<file path="src/rtl/fetch_pkg.sv">
// Shared definitions for the instruction-fetch sequencer: FSM state
// encoding, the NOP used as fault-marker payload, the default address
// width and the instruction-memory address check.
package fetch_pkg;

    localparam int unsigned XLEN_DEFAULT = 64;

    // addi x0, x0, 0 -- carried in fault entries so decode sees a harmless word
    localparam logic [31:0] NOP_INSTR = 32'h0000_0013;

    typedef enum logic [1:0] {
        ST_IDLE  = 2'd0,
        ST_RUN   = 2'd1,
        ST_FAULT = 2'd2
    } fetch_state_e;

    // A PC is fetchable when it is word aligned and its word index lies
    // inside the instruction memory. Callers zero-extend the PC to 64 bits.
    function automatic logic addr_valid(input logic [63:0] pc,
                                        input logic [63:0] words);
        return (pc[1:0] == 2'b00) && ({2'b00, pc[63:2]} < words);
    endfunction

endpackage

</file>
<file path="src/rtl/fetch_out_slot.sv">
// Single-entry output register between fetch and the IF/ID pipeline
// register. Holds {pc, instr, fault} under a valid/ready handshake; the
// payload is frozen while the entry waits, and a flush empties the slot
// regardless of the consumer.
module fetch_out_slot
    import fetch_pkg::*;
#(
    parameter int unsigned XLEN = XLEN_DEFAULT
) (
    input  logic            clk,
    input  logic            rst_n,
    input  logic            i_flush,
    input  logic            i_wr,
    input  logic [XLEN-1:0] i_wr_pc,
    input  logic [31:0]     i_wr_instr,
    input  logic            i_wr_fault,
    input  logic            i_ready,
    output logic            o_valid,
    output logic [XLEN-1:0] o_pc,
    output logic [31:0]     o_instr,
    output logic            o_fault
);

    logic            r_valid;
    logic [XLEN-1:0] r_pc;
    logic [31:0]     r_instr;
    logic            r_fault;

    // Slot occupancy and payload: flush beats write, write beats retire.
    always_ff @(posedge clk or negedge rst_n) begin
        if (!rst_n) begin
            r_valid <= 1'b0;
            r_pc    <= '0;
            r_instr <= '0;
            r_fault <= 1'b0;
        end else if (i_flush) begin
            r_valid <= 1'b0;
        end else if (i_wr) begin
            r_valid <= 1'b1;
            r_pc    <= i_wr_pc;
            r_instr <= i_wr_instr;
            r_fault <= i_wr_fault;
        end else if (r_valid && i_ready) begin
            r_valid <= 1'b0;
        end
    end

    assign o_valid = r_valid;
    assign o_pc    = r_pc;
    assign o_instr = r_instr;
    assign o_fault = r_fault;

endmodule

</file>
<file path="src/rtl/fetch_sequencer.sv">
// Instruction-fetch sequencer. Owns the fetch PC, keeps at most one
// instruction-memory request in flight, checks each PC before issue and
// hands fetched words (or fault markers) to IF/ID via fetch_out_slot.
// Optional build macro: FETCH_PERF_EN adds perf_fetch_cnt/perf_stall_cnt.
module fetch_sequencer
    import fetch_pkg::*;
#(
    parameter int unsigned     XLEN       = XLEN_DEFAULT,
    parameter logic [XLEN-1:0] RESET_PC   = '0,
    parameter int unsigned     IMEM_WORDS = 1024
) (
    input  logic            clk,
    input  logic            rst_n,
    input  logic            fetch_en,
    input  logic            redirect_valid,
    input  logic [XLEN-1:0] redirect_pc,
    output logic            imem_req,
    output logic [XLEN-1:0] imem_addr,
    input  logic            imem_rvalid,
    input  logic [31:0]     imem_rdata,
    input  logic            imem_err,
    output logic            if_valid,
    input  logic            if_ready,
    output logic [XLEN-1:0] if_pc,
    output logic [31:0]     if_instr,
    output logic            if_fault
`ifdef FETCH_PERF_EN
    ,
    output logic [31:0]     perf_fetch_cnt,
    output logic [31:0]     perf_stall_cnt
`endif
);

    localparam logic [XLEN-1:0] PC_STEP = XLEN'(4);

    fetch_state_e    r_state;
    fetch_state_e    w_state_nxt;
    logic [XLEN-1:0] r_req_pc;
    logic            r_outstanding;
    logic            r_discard;

    logic            w_pc_ok;
    logic            w_issue_ok;
    logic            w_issue_req;
    logic            w_issue_fault;
    logic            w_resp;
    logic            w_slot_wr;
    logic [31:0]     w_slot_instr;
    logic            w_slot_fault;

    assign w_pc_ok = addr_valid(64'(r_req_pc), 64'(IMEM_WORDS));

    // One credit spans the in-flight request and the output slot, so a new
    // request needs no request outstanding and a slot that is empty or
    // retiring this cycle.
    assign w_issue_ok    = (r_state == ST_RUN) && fetch_en && !redirect_valid
                         && !r_outstanding && (!if_valid || if_ready);
    assign w_issue_req   = w_issue_ok && w_pc_ok;
    assign w_issue_fault = w_issue_ok && !w_pc_ok;

    // A response is only accepted for a live request; redirect drops it.
    assign w_resp = imem_rvalid && r_outstanding && !r_discard && !redirect_valid;

    assign w_slot_wr    = w_issue_fault || w_resp;
    assign w_slot_fault = w_issue_fault || imem_err;
    assign w_slot_instr = w_slot_fault ? NOP_INSTR : imem_rdata;

    assign imem_req  = w_issue_req;
    assign imem_addr = r_req_pc;

    // FSM state register.
    always_ff @(posedge clk or negedge rst_n) begin
        if (!rst_n) begin
            r_state <= ST_IDLE;
        end else begin
            r_state <= w_state_nxt;
        end
    end

    // FSM next state: redirect always restarts fetch; faults park it.
    always_comb begin
        w_state_nxt = r_state;
        if (redirect_valid) begin
            w_state_nxt = ST_RUN;
        end else begin
            unique case (r_state)
                ST_IDLE:  if (fetch_en) w_state_nxt = ST_RUN;
                ST_RUN:   if (w_issue_fault || (w_resp && imem_err)) w_state_nxt = ST_FAULT;
                ST_FAULT: w_state_nxt = ST_FAULT;
                default:  w_state_nxt = ST_IDLE;
            endcase
        end
    end

    // Fetch PC and request credit. A redirect without a same-cycle response
    // leaves the old request in flight and marks its response for discard.
    always_ff @(posedge clk or negedge rst_n) begin
        if (!rst_n) begin
            r_req_pc      <= RESET_PC;
            r_outstanding <= 1'b0;
            r_discard     <= 1'b0;
        end else if (redirect_valid) begin
            r_req_pc <= redirect_pc;
            if (r_outstanding) begin
                if (imem_rvalid) begin
                    r_outstanding <= 1'b0;
                    r_discard     <= 1'b0;
                end else begin
                    r_discard <= 1'b1;
                end
            end
        end else if (imem_rvalid && r_outstanding) begin
            r_outstanding <= 1'b0;
            r_discard     <= 1'b0;
            if (!r_discard && !imem_err) begin
                r_req_pc <= r_req_pc + PC_STEP;
            end
        end else if (w_issue_req) begin
            r_outstanding <= 1'b1;
        end
    end

    fetch_out_slot #(
        .XLEN (XLEN)
    ) u_slot (
        .clk        (clk),
        .rst_n      (rst_n),
        .i_flush    (redirect_valid),
        .i_wr       (w_slot_wr),
        .i_wr_pc    (r_req_pc),
        .i_wr_instr (w_slot_instr),
        .i_wr_fault (w_slot_fault),
        .i_ready    (if_ready),
        .o_valid    (if_valid),
        .o_pc       (if_pc),
        .o_instr    (if_instr),
        .o_fault    (if_fault)
    );

`ifdef FETCH_PERF_EN
    logic [31:0] r_perf_fetch;
    logic [31:0] r_perf_stall;

    // Retired-instruction and back-pressure counters, free-running and wrapping.
    always_ff @(posedge clk or negedge rst_n) begin
        if (!rst_n) begin
            r_perf_fetch <= '0;
            r_perf_stall <= '0;
        end else begin
            if (if_valid && if_ready && !if_fault) r_perf_fetch <= r_perf_fetch + 32'd1;
            if (if_valid && !if_ready)             r_perf_stall <= r_perf_stall + 32'd1;
        end
    end

    assign perf_fetch_cnt = r_perf_fetch;
    assign perf_stall_cnt = r_perf_stall;
`endif

endmodule

</file>
<file path="config.mk">
export PLATFORM = sky130hd
export DESIGN_NAME = fetch_sequencer
export DESIGN_NICKNAME = d
export VERILOG_FILES = /design/src/rtl/fetch_pkg.sv /design/src/rtl/fetch_out_slot.sv /design/src/rtl/fetch_sequencer.sv
export SDC_FILE = /design/constraint.sdc
export NUM_CORES = 1
export LEC_CHECK = 0
export CAP_MARGIN = 25
export CORE_MARGIN = 3
export CORE_UTILIZATION = 55
export DETAILED_ROUTE_END_ITERATION = 10
export DONT_BUFFER_PORTS = 1
export PLACE_DENSITY = 0.71
export SYNTH_ARGS = -nofsm -noshare
export SYNTH_HDL_FRONTEND = slang
export SYNTH_SLANG_ARGS = --single-unit
export TNS_END_PERCENT = 50
</file>
<file path="constraint.sdc">
create_clock -name clk -period 3.9 [get_ports clk]
set_input_delay 0.195 -clock clk [delete_from_list [all_inputs] [get_ports clk]]
set_output_delay 0.195 -clock clk [all_outputs]
set_load 0.1 [all_outputs]
</file>
# After elaboration in Yosys (flattened, before gate mapping)
# Cells that the tools add are included.
# op_classes
reduce_logical,33
order_cmp,1
mux,19
add_sub_neg,1
eq_ne,5
n_bitwise,1
# ops
cell,n
2-to-1 mux 64 bit,3
"adder 64 x 3 -> 64 bit, second input constant",1
"< comparator 62 x 11 -> 1 bit, second input constant",1
2-to-1 mux 32 bit,1
logical AND 1 bit,13
2-to-1 mux 1 bit,11
AND reduction 2 bit,4
zero test 1 bit,6
2-to-1 mux 2 bit,3
case mux 2 bit (3 select lines),1
nonzero test 3 bit,2
zero test 2 bit,2
logical OR 1 bit,4
nonzero test 2 bit,2
"!= test 3 x 2 -> 1 bit, second input constant",1
"!= test 3 bit, second input constant",1
"equality test 2 x 1 -> 1 bit, second input constant",1
"equality test 2 bit, second input constant",1
"!= test 2 x 1 -> 1 bit, second input constant",1
NOT 1 bit,1
# totals
in_bits,103
out_inout_bits,163
elab_cells,68
ff_bits,166

# Depth between registers and ports, before layout
# logic_depth
depth_word,10
mapped_depth,9
mapped_depth_nobuf,7

# Cells and area by module
# Synthesis repeated with hierarchy kept, for this count alone.
# unflattened
cells_unflattened,700
area_unflattened_um2,7897.6
# modules_own_cells
mod,instances,cells_each,area_per_inst_um2
fetch_sequencer,1,490,4121.5
fetch_out_slot,1,210,3776.1

# Least setup slack after synthesis
# OpenSTA, ideal clock, no wires.
# synth_path
kind,register to output
startpoint,register r_req_pc[36] (netlist: imem_addr[36])
endpoint,output imem_req
arrival_ns,3.061
n_path_buf,0
setup_slack_ns,0.644
required_ns,3.705
stages_incl_launch_ff,5
cell_sequence,dfrtp_1 -> or4_4 -> nor4_4 -> nand2_1 -> nor2_1
# synth_between
elab_chain_len,3
# synth_lines
item,line_no,text
start: declaration,fetch_sequencer.sv:38,logic [XLEN-1:0] r_req_pc;
start signal: assignment,fetch_sequencer.sv:103,r_req_pc <= redirect_pc;
start signal: assignment,fetch_sequencer.sv:116,r_req_pc <= r_req_pc + PC_STEP;
< comparator 62 x 11 -> 1 bit,fetch_pkg.sv:21,"return (pc[1:0] == 2'b00) && ({2'b00, pc[63:2]} < words);"
logical AND 1 bit,fetch_pkg.sv:21,
logical AND 1 bit,fetch_sequencer.sv:58,assign w_issue_req = w_issue_ok && w_pc_ok;
end: declaration,fetch_sequencer.sv:17,"output logic imem_req,"
# No other way between the ends.

# Worst setup path in the final report
# layout_path
startpoint,register r_req_pc[4] (netlist: imem_addr[4])
endpoint,register r_req_pc[54] (netlist: imem_addr[54])
# layout_between
elab_chain_len,4
# layout_lines
item,line_no,text
adder 64 x 3 -> 64 bit,fetch_sequencer.sv:116,
2-to-1 mux 64 bit,fetch_sequencer.sv:115,if (!r_discard && !imem_err) begin
2-to-1 mux 64 bit,fetch_sequencer.sv:112,end else if (imem_rvalid && r_outstanding) begin
2-to-1 mux 64 bit,fetch_sequencer.sv:102,end else if (redirect_valid) begin
# No other way between the ends. The select of a mux whose other input is x is not followed.
# A chain may end at the register's enable or synchronous reset.

==> results by group <==
Clocking
  – Sink Count: 166
  – Setup Buffers After CTS: 0
  – CTS tree: built
  – H-tree Lvls: 4
  – Number of gates resized after CTS: 0
  – Post-CTS Hold Buffers: 101
  – Clock latency on the worst-skew pair: 0.42 ns
  – CTS buffer count: 17
  – Clock-pin slew of the registers on the worst-case setup and hold paths: 0.06 ns
  – Root Buffer: clkbuf_16
  – Maximum clock path buffer count: 2

Global routing
  – Gr usage total: 0.284
  – GR Overflow Total: 0
  – First-pass GRT wire length: 36.2 mm
  – Initial antenna violation count: 0
  – Vias in the first global route: 6,870
  – Largest net degree at the start of global routing: 167

Synth
  – Main synth FF type: dfrtp_1
  – Synth Register Bits: 166
  – Synth warn: 0
  – Synth Area per Inst: 10.7 sq um
  – Yosys cell types: 44
  – Fraction of registers with async set/reset: 1.00
  – Synthesized cell area: 7960 sq um
  – Cells after Synth: 741
  – Register area share after synthesis: 0.522
  – Number of synthesized flops with an enable pin: 0
  – Synthesized Nets: 847

STA
  – Final Critical Period: 3.40 ns
  – Max-Slew Margin vs Limit: 0.315
  – Hold Vio Cnt, Final: 166
  – Slew @ Worst Pin: 1.03 ns
  – Setup Viol. Count Final: 0
  – Max Clock Freq: 0.294 GHz
  – Setup TNS: 0 ns
  – WHS: -0.530 ns
  – Period Utilization, post-route: 0.871
  – Unrepaired setup endpoints after global routing: no
  – Max-slew violation count: 0
  – Clk_skew: 0.0106 ns

Setup path
  – Crit path from: imem_addr[4]
  – Reg2Reg Setup Slack: 0.50 ns
  – CP startpoint kind: flip-flop
  – Reg2reg path depth: 8
  – Worst EP required: 4.20 ns
  – Worst-path fanout max: 20
  – Kind of critical path: reg2reg
  – FF-to-FF End: imem_addr[54]
  – Worst R2R Start: imem_addr[4]
  – Arr. time, crit path: 3.70 ns
  – Critical Path End: imem_addr[54]
  – Setup crit end kind: flip-flop

Job
  – Max-Cap Viols: 0

Placed design
  – Placer Congestion: 0.824
  – Port bufs: 0
  – Post-DP HPWL: 14.8 mm

Power
  – Pleak: 0.00442 uW
  – PwrDens: 823 nW/um^2
  – Peak supply drop: 668 uV
  – Tot Pwr: 8320 uW

Cells and area
  – ANT cells: 0
  – FILL cells: 929
  – Multi-input gate area in the final layout: 3510 sq um
  – Register Area: 4150 sq um
  – Area Overhead vs Synth: 27.1%
  – Share of layout cells above drive strength 1: 0.203
  – Nets: 996

Floorplan
  – Chip Width: 126 um
  – Die area: 15,900 sq um
  – Row cnt: 43
  – Die Ht: 126 um
  – Core box area: 14,000 sq um
  – # IOs: 266
  – Starting Density: 0.567

Detailed routing
  – TritonRoute pass-1 iters: 5
  – Wire length per cell: 21.0 um
  – Vias post-DR: 6,383
  – Vias per cell: 5.90
  – Initial drt markers: 405
  – Remaining antenna violation count: 0
  – Residual DRC: 0
  – Post-Route WL: 22.7 mm

Status
  – Outcome: finished, violations left
  – Failing checks: hold timing

Worst hold path
  – Worst hold path type: in2async
## power by group
part           internal (uW)  switching (uW)
registers               2080            2880
logic                    721             911
clock network           1080             657
total                   3880            4450
## cells in the final DEF (no fill, tap or decap), drive strengths merged
cell | Yosys | layout
ha | 3 | 3
nand2 | 149 | 149
nand3 | 20 | 20
inv | 13 | 13
nor3 | 14 | 14
or3b | 1 | 1
nand4 | 19 | 19
nor2 | 18 | 18
xnor2 | 48 | 48
clkbuf | 28 | 21
o311a | 1 | 1
mux2i | 3 | 3
o31ai | 1 | 1
o22ai | 1 | 1
bufinv | 0 | 4
and3 | 13 | 13
a21oi | 33 | 33
and4bb | 1 | 1
or4 | 1 | 1
buf | 13 | 71
nor4 | 37 | 37
mux2 | 70 | 70
nand2b | 3 | 3
xor2 | 13 | 13
dfrtp | 166 | 166
dlygate4sd3 | 0 | 100
nand3b | 5 | 5
or3 | 2 | 2
clkinvlp | 0 | 3
clkinv | 0 | 2
nor2b | 1 | 1
and4 | 2 | 2
and2 | 2 | 2
o21ai | 60 | 60
## final cells by class
class,instances,area share
Sequential cell,166,0.411
Multi-Input combinational cell,521,0.347
Inverter,13,0.00483
Clock buffer,21,0.0445
Tap cell,180,0.0223
Clock inverter,9,0.0151
Timing Repair Buffer,171,0.156
## logic make-up (layout without fill, tap and decap cells)
| group | Yosys count | in the layout | synth area share |
|---|---|---|---|
| buffers and inverters | 54 | 214 | 0.0384 |
| muxes | 73 | 73 | 0.126 |
| adders and majority gates | 3 | 3 | 0.00472 |
| and+or+nand+nor | 288 | 288 | 0.180 |
| AOI/OAI and AO/OA | 96 | 96 | 0.0620 |
| xor gates and xnor gates | 61 | 61 | 0.0671 |
| DFF | 166 | 166 | 0.522 |
## per-layer routing
metal	vias up	GRT usage	wire length, um
met5	-	0	0
met4	0	0.0959	439
met3	41	0.0742	1730
met2	294	0.500	11800
met1	3189	0.339	8790
li1	2859	-	-
## registers in the layout (all words and copies together) (netlist names)
name and flops:
u_slot.o_fault 1, u_slot.o_pc 64, u_slot.o_valid 1, r_discard 1, r_outstanding 1, imem_addr 64
r_state 2, u_slot.o_instr 32
## worst max-delay path: stages, from the launching register on
cell and delay (ns):
dfrtp_1 0.33, buf_4 0.32, and3_1 0.32, and3_1 0.42, nand2_1 0.56, nor4_1 0.51
xnor2_1 0.17, o21ai_1 0.07, dlygate4sd3_1 0.57
## Yosys cell counts, types with 13 or more instances
library cell	instances	area [sq um]
clkbuf_1	28	105
o21ai_0	54	270
nand4_1	18	113
xor2_1	13	114
nand2_1	148	556
dfrtp_1	166	4150
mux2_4	49	736
inv_1	13	48.8
xnor2_1	48	420
and3_1	13	81.3
mux2_2	21	236
nor2_1	17	63.8
nand3_1	19	95.1
nor4_1	35	219
a21oi_1	32	160
## through the flow
step / instance area [sq um] / std cells / worst slack, ns / utilization
after floorplan: 7960 / 741 / 0.644 / -
after global placement: 8450 / 949 / 0.836 / 0.602
after detailed placement: 8450 / 949 / 0.750 / 0.602
after CTS: 10100 / 1080 / 0.573 / 0.718
after global routing: 10100 / 1081 / 0.313 / 0.720
final: 10100 / 1081 / 0.504 / 0.720
## how the worst min path moves through the flow
stage               cells after the start         endpoint  startpoint  slack, ns
finish                                  0   u_slot.o_pc[0]       rst_n      -0.53
global route                            0  u_slot.o_pc[11]       rst_n      -0.55
CTS                                     0  u_slot.o_pc[60]       rst_n      -0.55
detailed placement                      0   u_slot.o_pc[5]       rst_n       -0.1
global placement                        0   u_slot.o_pc[5]       rst_n       -0.1
floorplan                               0     imem_addr[0]       rst_n      -0.10
No activity file was read; power rests on OpenSTA's default activity.
